## config.mk

```make
export PLATFORM = sky130hd
export DESIGN_NAME = alu_grf
export DESIGN_NICKNAME = d
export VERILOG_FILES = /design/src/rtl/alu_grf.sv
export SDC_FILE = /design/constraint.sdc
export NUM_CORES = 2
export LEC_CHECK = 0
export BUFFER_PORTS_ARGS = -buffer_cell sky130_fd_sc_hd__buf_4
export CORE_MARGIN = 5
export CORE_UTILIZATION = 32
export CTS_CLUSTER_SIZE = 8
export DETAILED_ROUTE_END_ITERATION = 16
export PLACE_DENSITY = 0.49
export SKIP_CTS_REPAIR_TIMING = 1
export SLEW_MARGIN = 25
export SYNTH_ARGS = -nofsm -noshare
export SYNTH_HDL_FRONTEND = slang
export SYNTH_SLANG_ARGS = --single-unit
```

## constraint.sdc

```tcl
create_clock -name i_clk -period 14.2 [get_ports i_clk]
set_clock_uncertainty 0.05 [all_clocks]
set_input_delay 0.71 -clock i_clk [delete_from_list [all_inputs] [get_ports i_clk]]
set_output_delay 0.71 -clock i_clk [all_outputs]
set_load 0.01 [all_outputs]
```

## src/rtl/alu_grf.sv

```systemverilog
// rtl/alu_grf.sv - 16x32 byte-writable register file with a combinational ALU
// Register file clears asynchronously; the ALU is a pure function of its inputs.
module alu_grf (
  input  logic        i_clk,
  input  logic        i_rst,
  input  logic        i_clk_en,
  input  logic        i_cs_b,
  input  logic [3:0]  i_waddr,
  input  logic [3:0]  i_wen,
  input  logic [31:0] i_din,
  input  logic [3:0]  i_raddr_0,
  input  logic [3:0]  i_raddr_1,
  output logic [31:0] o_dout_0,
  output logic [31:0] o_dout_1,
  input  logic [31:0] i_alu_a,
  input  logic [31:0] i_alu_b,
  input  logic        i_cin,
  input  logic        i_vin,
  input  logic [5:0]  i_opcode,
  output logic [31:0] o_alu_dout,
  output logic        o_cout,
  output logic        o_vout,
  output logic        o_mcp
);

  logic [31:0] regs_q [16];
  logic        wr_en_d;

  assign wr_en_d = i_clk_en && !i_cs_b;

  always_ff @(posedge i_clk or posedge i_rst) begin
    if (i_rst) begin
      for (int i = 0; i < 16; i++) regs_q[i] <= '0;
    end else if (wr_en_d) begin
      for (int b = 0; b < 4; b++) begin
        if (i_wen[b]) regs_q[i_waddr][b*8 +: 8] <= i_din[b*8 +: 8];
      end
    end
  end

  // Reads see the stored value only; a same-cycle write lands at the edge.
  assign o_dout_0 = regs_q[i_raddr_0];
  assign o_dout_1 = regs_q[i_raddr_1];

  logic [31:0] add_b_d;
  logic        add_cin_d;
  logic [32:0] sum_d;
  logic        ovf_d;
  logic [4:0]  shamt_d;
  logic [4:0]  shamt_m1_d;
  logic [4:0]  asl_idx_d;
  logic [31:0] mul_d;
  logic [31:0] asr_d;
  logic [31:0] lsr_d;
  logic [31:0] asl_d;
  logic [31:0] ror_d;
  logic [31:0] alu_d;
  logic        cout_d;
  logic        vout_d;

  // Subtract variants reuse the adder with the inverted B operand.
  always_comb begin
    add_b_d   = i_alu_b;
    add_cin_d = 1'b0;
    case (i_opcode)
      6'h0C: add_cin_d = i_cin;
      6'h0E: begin add_b_d = ~i_alu_b; add_cin_d = 1'b1;  end
      6'h10: begin add_b_d = ~i_alu_b; add_cin_d = i_cin; end
      default: ;
    endcase
  end

  assign sum_d      = {1'b0, i_alu_a} + {1'b0, add_b_d} + {32'b0, add_cin_d};
  assign ovf_d      = (i_alu_a[31] == add_b_d[31]) && (sum_d[31] != i_alu_a[31]);
  assign shamt_d    = i_alu_b[4:0];
  assign shamt_m1_d = shamt_d - 5'd1;
  assign asl_idx_d  = 5'(6'd32 - {1'b0, shamt_d});
  assign mul_d      = i_alu_a * i_alu_b;
  assign asr_d      = $unsigned($signed(i_alu_a) >>> shamt_d);
  assign lsr_d      = i_alu_a >> shamt_d;
  assign asl_d      = i_alu_a << shamt_d;
  assign ror_d      = (i_alu_a >> shamt_d) | (i_alu_a << (6'd32 - {1'b0, shamt_d}));

  always_comb begin
    alu_d  = i_alu_b;
    cout_d = i_cin;
    vout_d = i_vin;
    case (i_opcode)
      6'h02: alu_d = {i_alu_b[15:0], 16'h0000};
      6'h04: alu_d = i_alu_a & i_alu_b;
      6'h06: alu_d = i_alu_a | i_alu_b;
      6'h08: alu_d = i_alu_a ^ i_alu_b;
      6'h0A, 6'h0C, 6'h0E, 6'h10: begin
        alu_d  = sum_d[31:0];
        cout_d = sum_d[32];
        vout_d = ovf_d;
      end
      6'h12: alu_d = mul_d;
      6'h14: begin
        alu_d = asr_d;
        if (shamt_d != 5'd0) cout_d = i_alu_a[shamt_m1_d];
      end
      6'h16: begin
        alu_d = lsr_d;
        if (shamt_d != 5'd0) cout_d = i_alu_a[shamt_m1_d];
      end
      6'h18: begin
        alu_d = asl_d;
        if (shamt_d != 5'd0) cout_d = i_alu_a[asl_idx_d];
      end
      6'h1A: begin
        alu_d = ror_d;
        if (shamt_d != 5'd0) cout_d = i_alu_a[shamt_m1_d];
      end
      default: ;
    endcase
  end

  assign o_alu_dout = alu_d;
  assign o_cout     = cout_d;
  assign o_vout     = vout_d;
  assign o_mcp      = (i_opcode == 6'h12);

endmodule

```

==> summary.txt <==
Hold Crit Class: in -> async
max reg flops: 512
CTS tree: yes
initial antenna violation count: 13
Clock Sinks: 512
crit path capture: o_alu_dout[31]
Worst-path clk slew: 0.05 ns
Die Span X: 410 µm
Max-Cap Viols: 0
htree depth: 3
gr ovfl total: 0
Synth Flop Type: dfrtp_1
Top Usage Layer GRT: met2
WL/cell: 31.4 µm
# IOs: 223
Syn-to-layout area delta: 11.2%
synth warn: 0
Die Span Y: 410 µm
area leader, netlist: dfrtp_1
Port Buffers: 222
FF-to-FF End: regs_q[413]
GR Util All Layers: 25.3%
syn nets: 5,474
met2 Resource Use GR: 39.6%
RSZ-0062 raised after global routing: false
Required @ worst endpoint: 13.44 ns
Largest Register: regs_q
Slew HR: 19.7%
Sw Pwr: 0.00782 W
root buffer cell: clkbuf_16
Comb pwr share: 78.1%
Mapped Cells: 4,719
Post-synth EDFFs: 0
Crit Path Max Fanout: 17
die area: 168,000 µm²
fin nets: 5,531
setup-violating endpoint count in the final report: 0
layout cell share with drive strength beyond 1: 27.8%
critical path class: in -> out
DRT iter0 DRCs: 3,968
most frequent cells in the layout: 525 x mux2_2, 513 x nor2_1, 512 x dfrtp_1, 431 x inv_1
clock share of power: 10.1%
mapped cell area: 51,300 µm²
Via density: 5.90
CP Capture Type: output pin
worst setup path startpoint: i_alu_a[10]
LEAKAGE: 25.7 nW
dpl hpwl: 151,000 µm
Cell variety after synth: 85
vias in the first global route: 41,962
period utilisation layout: 69.1%
initial core utilization: 32.0%
post-synth top area share: 25.0%
largest net degree at the start of global routing: 168
Int Power: 0.00742 W
final hold vios: 0
Power Dens Cells: 267 nW/µm²
met3 Use GR: 5.77%
Max Slew Vio Count: 0
global-route wire length before repair: 311,000 µm
Flop pwr share: 11.7%
worst path arrival time: 9.06 ns
Row Count: 147
via count: 40,576
sequential area share after synthesis: 25.0%
Reg2Reg Depth: 1
total power: 0.0152 W
Net Sw Frac: 51.3%
Critical Path Source Type: primary input
commonest non-fill, non-tap cell in the layout: mux2_2
ys async rst share: 100%
worst skew pair latency: 0.60 ns
Largest regs: regs_q (512)
Post-Layout Cell Count: 6,877
setup_tns: 0 ns
average cell area after synthesis: 10.9 µm²
status: complete, no violations
Core Region: 160,000 µm²
Fmax achieved: 102 MHz
R2R Setup Slk: 13.36 ns
TritonCTS buffer count: 73
CTS Buffer Depth: 3
global-route track usage on met1: 32.6%
worst-margin pin slew: 1.19 ns
router iterations before antenna repair: 7
DRC: 0
Synth area leaders: dfrtp_1 25%, mux4_2 16%, fa_1 16%
RePlAce Congestion: 1.03
peak supply drop: 0.000640 V
Crit Reg-Reg Startpoint: regs_q[413]
Core Util, Final: 35.6%
min cycle time layout: 9.82 ns
placed cells: 6,787
Routed WL: 216,000 µm
Detail Route Antenna Nets: 0
Seq cells post-synth: 512
-- cells by family after synthesis --
| family | after synthesis | synth area share (%) |
|---|---|---|
| muxes | 947 | 28.7 |
| xor gates and xnor gates | 147 | 2.51 |
| AOI/OAI and AO/OA | 610 | 7.89 |
| adders and majority gates | 631 | 21.4 |
| buffers and inverters | 785 | 5.86 |
| DFF | 512 | 25.0 |
| and+or+nand+nor | 1087 | 8.68 |
-- how the worst min path moves through the flow --
stage                            from          end  slack (ns)  cells after the start
after global routing            i_rst  regs_q[181]        0.31                      3
after global placement    regs_q[397]  regs_q[397]        0.45                      1
after detailed placement  regs_q[416]  regs_q[416]        0.46                      1
after CTS                    i_din[4]  regs_q[356]        0.38                      2
final                           i_rst  regs_q[181]        0.25                      3
after floorplan           regs_q[160]  regs_q[160]        0.44                      1
-- cell type report --
cell class                 count  area (µm²)
clock buffer                  74        1850
multi-input combinational   3422       35500
antenna                       10        25.0
inverter                     457        1720
tap                         2086        2610
sequential                   512       12800
clock inverter                 6        75.1
fill                       16150      103000
timing repair buffer         310        2370
-- per-layer routing --
layer | up-vias | share of wire [%]
met5 | - | 0.014
met4 | 6 | 6.5
met3 | 606 | 9.1
met2 | 2108 | 45
met1 | 21206 | 39
li1 | 16650 | -
-- per-stage QoR --
stage | instance area, µm² | worst slack (ns) | hold slack (ns)
floorplan | 51300 | 5.04 | 0.441
global placement | 55000 | 4.59 | 0.449
detailed placement | 55000 | 4.54 | 0.457
CTS | 57000 | 4.51 | 0.377
global route | 57000 | 4.20 | 0.307
finish | 57000 | 4.38 | 0.251
-- critical path: stages --
cell and delay [ns]:
buf_4 0.36, clkinv_1 0.85, nor2_1 0.36, fa_1 0.47, fa_1 0.43, fa_1 0.54
inv_1 0.05, fa_1 0.48, inv_1 0.05, fa_1 0.49, inv_1 0.06, fa_1 0.53
inv_1 0.05, fa_1 0.49, fa_1 0.41, ha_1 0.36, and2_1 0.22, a21o_1 0.19
a21oi_1 0.14, o21ai_0 0.10, a41o_1 0.26, a41oi_1 0.37, a21oi_1 0.14, xnor2_1 0.17
nand2_1 0.08, a22oi_1 0.41, buf_4 0.21
-- synth_stat cells (all sizes together) (114+ instances only) --
master,instances
fa,410
ha,221
a21oi,151
mux4,365
inv,439
xnor2,114
nand2,410
o21ai,153
clkbuf,235
nor2,515
dfrtp,512
mux2,525
-- power by group through the flow --
stage                     logic [W]  registers (W)  clock network [W]
after global routing         0.0127        0.00181            0.00164
after CTS                    0.0116        0.00179            0.00159
after floorplan             0.00797        0.00177                  0
after detailed placement     0.0116        0.00181                  0
after global placement       0.0116        0.00179                  0
final                        0.0119        0.00179            0.00154
(Power assumes the default switching activity.)
